===== src/rtl/lcd_watch_pkg.sv =====
// Shared constants for the watch LCD receive path: segment patterns, BCD codes
// and the receiver state encoding.
package lcd_watch_pkg;

  // Segment order is {a,b,c,d,e,f,g}, MSB = a.
  localparam logic [6:0] SEG_0     = 7'b1111110;
  localparam logic [6:0] SEG_1     = 7'b0110000;
  localparam logic [6:0] SEG_2     = 7'b1101101;
  localparam logic [6:0] SEG_3     = 7'b1111001;
  localparam logic [6:0] SEG_4     = 7'b0110011;
  localparam logic [6:0] SEG_5     = 7'b1011011;
  localparam logic [6:0] SEG_6     = 7'b1011111;
  localparam logic [6:0] SEG_7     = 7'b1110000;
  localparam logic [6:0] SEG_8     = 7'b1111111;
  localparam logic [6:0] SEG_9     = 7'b1111011;
  localparam logic [6:0] SEG_BLANK = 7'b0000000;

  localparam logic [3:0] BCD_BLANK   = 4'hF;
  localparam logic [3:0] BCD_INVALID = 4'hE;

  typedef enum logic [1:0] {
    IDLE    = 2'd0,
    COLLECT = 2'd1,
    PUBLISH = 2'd2
  } state_e;

endpackage


===== src/rtl/lcd_seg_to_bcd.sv =====
// Combinational 7-segment to BCD decoder; blank and unknown patterns raise err_o.
module lcd_seg_to_bcd
  import lcd_watch_pkg::*;
(
  input  logic [6:0] seg_i,
  output logic [3:0] bcd_o,
  output logic       err_o
);

  always_comb begin
    bcd_o = BCD_INVALID;
    err_o = 1'b1;
    case (seg_i)
      SEG_0:     begin bcd_o = 4'd0; err_o = 1'b0; end
      SEG_1:     begin bcd_o = 4'd1; err_o = 1'b0; end
      SEG_2:     begin bcd_o = 4'd2; err_o = 1'b0; end
      SEG_3:     begin bcd_o = 4'd3; err_o = 1'b0; end
      SEG_4:     begin bcd_o = 4'd4; err_o = 1'b0; end
      SEG_5:     begin bcd_o = 4'd5; err_o = 1'b0; end
      SEG_6:     begin bcd_o = 4'd6; err_o = 1'b0; end
      SEG_7:     begin bcd_o = 4'd7; err_o = 1'b0; end
      SEG_8:     begin bcd_o = 4'd8; err_o = 1'b0; end
      SEG_9:     begin bcd_o = 4'd9; err_o = 1'b0; end
      SEG_BLANK: begin bcd_o = BCD_BLANK; err_o = 1'b1; end
      default:   ;
    endcase
  end

endmodule


===== src/rtl/lcd_watch_segment_receiver.sv =====
// Receives strobed LCD bytes, decodes digits and publishes whole frames atomically.
// Optional error statistics port ERR_COUNT is enabled by LCD_WATCH_RX_STATS_EN.
module lcd_watch_segment_receiver
  import lcd_watch_pkg::*;
#(
  parameter int NUM_DIGITS  = 6,
  parameter int TIMEOUT_CYC = 1000
) (
  input  logic                    CLK,
  input  logic                    RESETN,
  input  logic [7:0]              LCD_DATA,
  input  logic                    LCD_EN,
  output logic [4*NUM_DIGITS-1:0] DIGITS,
  output logic                    FRAME_VALID,
  output logic                    FRAME_ERR,
  output logic                    BUSY
`ifdef LCD_WATCH_RX_STATS_EN
  ,
  output logic [7:0]              ERR_COUNT
`endif
);

  localparam int IDX_W = (NUM_DIGITS > 1) ? $clog2(NUM_DIGITS) : 1;
  localparam int TO_W  = $clog2(TIMEOUT_CYC);
  localparam logic [IDX_W-1:0] LAST_IDX = IDX_W'(NUM_DIGITS - 1);
  localparam logic [TO_W-1:0]  TO_LAST  = TO_W'(TIMEOUT_CYC - 1);
  localparam logic [4*NUM_DIGITS-1:0] ALL_BLANK = {NUM_DIGITS{BCD_BLANK}};

  logic [2:0]              en_sync_q;
  state_e                  state_q, state_d;
  logic [IDX_W-1:0]        idx_q, idx_d;
  logic [TO_W-1:0]         to_q, to_d;
  logic                    err_acc_q, err_acc_d;
  logic [4*NUM_DIGITS-1:0] shadow_q, shadow_d;
  logic [4*NUM_DIGITS-1:0] digits_q, digits_d;
  logic                    frame_err_q, frame_err_d;

  logic       fall;
  logic       rs;
  logic [3:0] dec_bcd;
  logic       dec_err;
  logic       timeout_hit;

  // en_sync_q[1] is the synchronised strobe, en_sync_q[2] its previous value.
  assign fall        = ~en_sync_q[1] & en_sync_q[2];
  assign rs          = LCD_DATA[0];
  assign timeout_hit = (state_q == COLLECT) && !fall && (to_q >= TO_LAST);

  lcd_seg_to_bcd u_dec (
    .seg_i (LCD_DATA[7:1]),
    .bcd_o (dec_bcd),
    .err_o (dec_err)
  );

  always_comb begin
    state_d     = state_q;
    idx_d       = idx_q;
    to_d        = to_q;
    err_acc_d   = err_acc_q;
    shadow_d    = shadow_q;
    digits_d    = digits_q;
    frame_err_d = frame_err_q;
    case (state_q)
      IDLE, PUBLISH: begin
        state_d = IDLE;
        if (fall && !rs) begin
          state_d   = COLLECT;
          idx_d     = '0;
          err_acc_d = 1'b0;
          to_d      = '0;
        end
      end
      COLLECT: begin
        if (fall) begin
          to_d = '0;
          if (!rs) begin
            idx_d     = '0;
            err_acc_d = 1'b0;
          end else begin
            for (int k = 0; k < NUM_DIGITS; k++) begin
              if (idx_q == IDX_W'(k)) shadow_d[4*(NUM_DIGITS-k)-1 -: 4] = dec_bcd;
            end
            err_acc_d = err_acc_q | dec_err;
            if (idx_q == LAST_IDX) begin
              // Load the outputs on entry so DIGITS is already new while FRAME_VALID is high.
              state_d     = PUBLISH;
              idx_d       = '0;
              digits_d    = shadow_d;
              frame_err_d = err_acc_d;
            end else begin
              idx_d = idx_q + IDX_W'(1);
            end
          end
        end else if (timeout_hit) begin
          state_d = IDLE;
          to_d    = '0;
        end else begin
          to_d = to_q + TO_W'(1);
        end
      end
      default: state_d = IDLE;
    endcase
  end

  always_ff @(posedge CLK or negedge RESETN) begin
    if (!RESETN) begin
      en_sync_q   <= '0;
      state_q     <= IDLE;
      idx_q       <= '0;
      to_q        <= '0;
      err_acc_q   <= 1'b0;
      shadow_q    <= ALL_BLANK;
      digits_q    <= ALL_BLANK;
      frame_err_q <= 1'b0;
    end else begin
      en_sync_q   <= {en_sync_q[1:0], LCD_EN};
      state_q     <= state_d;
      idx_q       <= idx_d;
      to_q        <= to_d;
      err_acc_q   <= err_acc_d;
      shadow_q    <= shadow_d;
      digits_q    <= digits_d;
      frame_err_q <= frame_err_d;
    end
  end

  assign DIGITS      = digits_q;
  assign FRAME_ERR   = frame_err_q;
  assign FRAME_VALID = (state_q == PUBLISH);
  assign BUSY        = (state_q == COLLECT);

`ifdef LCD_WATCH_RX_STATS_EN
  logic [7:0] err_cnt_q;

  always_ff @(posedge CLK or negedge RESETN) begin
    if (!RESETN) begin
      err_cnt_q <= 8'h00;
    end else if (((state_q == PUBLISH) && frame_err_q) || timeout_hit) begin
      if (err_cnt_q != 8'hFF) err_cnt_q <= err_cnt_q + 8'h01;
    end
  end

  assign ERR_COUNT = err_cnt_q;
`endif

endmodule


===== config.mk =====
export PLATFORM = sky130hd
export DESIGN_NAME = lcd_watch_segment_receiver
export DESIGN_NICKNAME = d
export VERILOG_FILES = /design/src/rtl/lcd_watch_pkg.sv /design/src/rtl/lcd_seg_to_bcd.sv /design/src/rtl/lcd_watch_segment_receiver.sv
export SDC_FILE = /design/constraint.sdc
export NUM_CORES = 1
export LEC_CHECK = 0
export CORE_ASPECT_RATIO = 1.1
export CORE_MARGIN = 3
export CORE_UTILIZATION = 57
export CTS_BUF_LIST = sky130_fd_sc_hd__clkbuf_8
export DETAILED_ROUTE_END_ITERATION = 16
export PLACE_DENSITY = 0.82
export SETUP_SLACK_MARGIN = 0.02
export SKIP_CTS_REPAIR_TIMING = 1
export SYNTH_ARGS = -nofsm -noshare
export SYNTH_HDL_FRONTEND = slang
export SYNTH_HIERARCHICAL = 1
export SYNTH_SLANG_ARGS = --single-unit

===== constraint.sdc =====
create_clock -name CLK -period 2.4 [get_ports CLK]
set_clock_uncertainty 0.05 [all_clocks]
set_input_delay 0.48 -clock CLK [delete_from_list [all_inputs] [get_ports CLK]]
set_output_delay 0.48 -clock CLK [all_outputs]
set_load 0.05 [all_outputs]

==> metrics.md <==
| Metric | Value |
|---|---|
| Status | complete, no violations |
| Final worst setup slack | around 0.15 ns |
| Max Freq | about 0.44 GHz |
| Syn_nets | about 260 |
| Post-synth cell types | 55 |
| Post-Synthesis Cells | 242 |
| Period Utilization, post-route | 93.7% |
| 1st-iter DRT viols | 67 |
| Antenna Nets Post-Route | 0 |
| Setup violators final | 0 |
| Ys flop type | dfstp_2 |
| Slew headroom | roughly 54% |
| Crit path DAT | approximately 1.7 ns |
| Total grt overflow | 0 |
| Asr flop ratio synth | between 90% and 100% |
| DR WL/cell | 16.4 µm |
| Starting Density | between 50% and 60% |
| Root buf cell | clkbuf_8 |
| Number of diodes | 0 |
| Pin count of the biggest net entering global routing | 37 |
| Synthesized cell area | 3060 µm² |
| Die ar. | 6280 µm² |
| Worst path top cell family by delay | buffers and inverters |
| Slew Viols, Final | 0 |
| Final hold vios | 0 |
| Peak VDD IR | roughly 0.54 mV |
| Max_cap viols | 0 |
| Nets@finish | about 310 |
| Core area | 5100 µm² |
| Site row count | 27 |
| Post-layout utilization of the core | around three quarters |
| Number of synthesized flops with an enable pin | 0 |
| Min Clock Period, post-route | between 2 and 2.5 ns |
| Placer Congestion | 0.810 |
| Buffers added on ports | 37 |
| Worst slack, placed | -0.113 ns |
| # placed instances | 361 |
| TritonCTS buffer count | 9 |
| CTS tree | built |
| DR vias/cell | 5.68 |
| CTS sink count | 64 |
| Max clock buf depth | 2 |
| Pwr Density | 709 nW/µm² |
| Pre-Repair DR Iteration Count | 4 |
| YS warnings | 6 |
| CP Class | reg2out |
| Critical Path Fanout Max | 2 |
| CP endpoint kind | output pin |
| Clock H-tree levels | 3 |
| Max stage delay cell, worst path | clkdlybuf4s50_1 |
| Mapped Avg Cell Area | between 10 and 15 µm² |
| Register bit count reported by yosys | 64 |
| Filler cells | 324 |
| P&R area growth vs syn | 25.8% |
| Final wirelength | between 6 and 7 mm |
| Leak | roughly 1.6 nW |
| Layout cells sized above 1 | a little under half |
| RSZ-0062 raised after global routing | no |
| Vias in the first global route | ~2.2k |
| Overall Global Routing Usage | 22.6% |
| Seq/Total Area, Yosys | 54.2% |
| CP Buf/Inv Count | 1 |
| Setup_tns | 0 ns |
| Ports | 38 |
| Setup crit start kind | flip-flop |
| Slowest stage delay, CP | about 0.82 ns |
| Antenna violations before repair | 0 |
| Clock-pin slew on the worst setup and hold paths | around 0.07 ns |
| First-pass GRT wire length | between 10 and 15 mm |
| Min-delay worst type | in2async |
| Vias | between 2k and 2.5k |
| Critical Path RT | about 1.9 ns |
| Worst-Skew Late Latency | 0.34 ns |
| Non-filler cells, final | around 380 |
| Fin Hold WS | approximately 0.14 ns |
| DRC viols | 0 |
| Cell Chain, Critical Path | clkdlybuf4s50_1 |
| DP Wirelength | approximately 4.3 mm |
| Worst Max-Slew Pin Slew | between 0.6 and 0.7 ns |
| Die X | approximately 76 µm |
| Die H | 82.8 µm |
==> path summary, 6_finish.rpt <==
path	from	endpoint	slack, ns	cells after the start
setup / recovery	DIGITS[12]$_DFFE_PN1P_	DIGITS[12]	0.15	1
hold / removal	RESETN	idx_q[0]$_DFFE_PN0P_	0.14	1
setup reg to reg	to_q[0]$_DFFE_PN0P_	to_q[7]$_DFFE_PN0P_	0.25	5
hold reg to reg	en_sync_q[0]$_DFF_PN0_	en_sync_q[1]$_DFF_PN0_	0.31	0
max in group asynchronous	RESETN	shadow_q[8]$_DFFE_PN1P_	1.49	2
min in group CLK	en_sync_q[0]$_DFF_PN0_	en_sync_q[1]$_DFF_PN0_	0.31	0
==> state kept, by name, summed over array words and instances, names as in the netlist <==
signal	cells
en_sync_q	3
FRAME_ERR	1
DIGITS	24
idx_q	3
shadow_q	20
state_q	2
to_q	10
err_acc_q	1
==> cell type report <==
class                   instances  area [µm²]  share of cell area (%)
clock inverters                 7        93.8                    2.44
inverters                       8        30.0                   0.781
well taps                      72        90.1                    2.34
flip-flops and latches         64        1660                    43.1
multi-input cells             159        1300                    33.9
repair buffers                 58         548                    14.2
clock buffers                   9         124                    3.22
==> logic make-up after synthesis <==
family	count (synthesis)	synth area share [%]
flops	64	54.2
buf+inv	19	3.27
compound gates	41	9.70
mux	49	18.5
fa+ha+maj	2	0.818
simple gates	65	13.0
xor+xnor	2	0.573
==> stage by stage <==
| step | instance area [µm²] | power [mW] |
|---|---|---|
| after detailed placement | 3630 | 1.73 |
| final | 3850 | 2.73 |
| after global placement | 3630 | 1.71 |
| after global routing | 3850 | 2.87 |
| after CTS | 3840 | 2.76 |
| after floorplan | 3060 | 1.59 |
==> layer usage <==
metal	vias to the layer above	global-route usage, %	routed length, µm
li1	1010	-	-
met1	1056	30.8	2710
met2	54	32.9	2970
met3	22	6.54	256
met4	0	10.7	222
met5	-	0	0
==> power by group <==
| part | total [mW] | internal (mW) | switching [mW] |
|---|---|---|---|
| logic | 0.373 | 0.190 | 0.182 |
| clock network | 1.01 | 0.585 | 0.428 |
| registers | 1.34 | 1.26 | 0.0843 |
| total | 2.73 | 2.03 | 0.695 |
==> Yosys cell counts, types with 2 or more instances <==
master	count	area [µm²]
a211o_1	2	17.5
a21o_1	3	22.5
a21oi_1	7	35.0
a221o_1	2	20.0
a22o_1	3	26.3
a311oi_1	2	17.5
and4_1	3	26.3
and4b_1	2	20.0
buf_2	5	25.0
buf_4	2	15.0
buf_6	2	22.5
clkbuf_1	2	7.51
dfrtp_1	20	500
dfstp_2	44	1160
ha_1	2	25.0
inv_1	7	26.3
mux2_2	44	495
mux2_4	4	60.1
nand2_1	14	52.6
nand2b_1	2	12.5
nand3_1	6	30.0
nand3b_1	2	15.0
nand4_1	3	18.8
nor2_1	10	37.5
nor2b_1	2	12.5
nor3_1	4	20.0
nor3b_1	2	15.0
o21ai_0	12	60.1
or4_1	3	22.5
==> cells in the final DEF, fill, tap and decap left out, types with 3 or more instances in the layout <==
cell             count
a21o_1               3
a21oi_1              7
a22o_1               3
and4_1               3
buf_4               20
clkbuf_8             9
clkdlybuf4s50_1     34
dfrtp_1             20
dfstp_2             44
inv_1                7
mux2_2              44
mux2_4               4
nand2_1             14
nand3_1              6
nand4_1              3
nor2_1               9
nor3_1               4
o21ai_0             12
or4_1                3
Note: power is estimated with default switching activity, not from simulation.
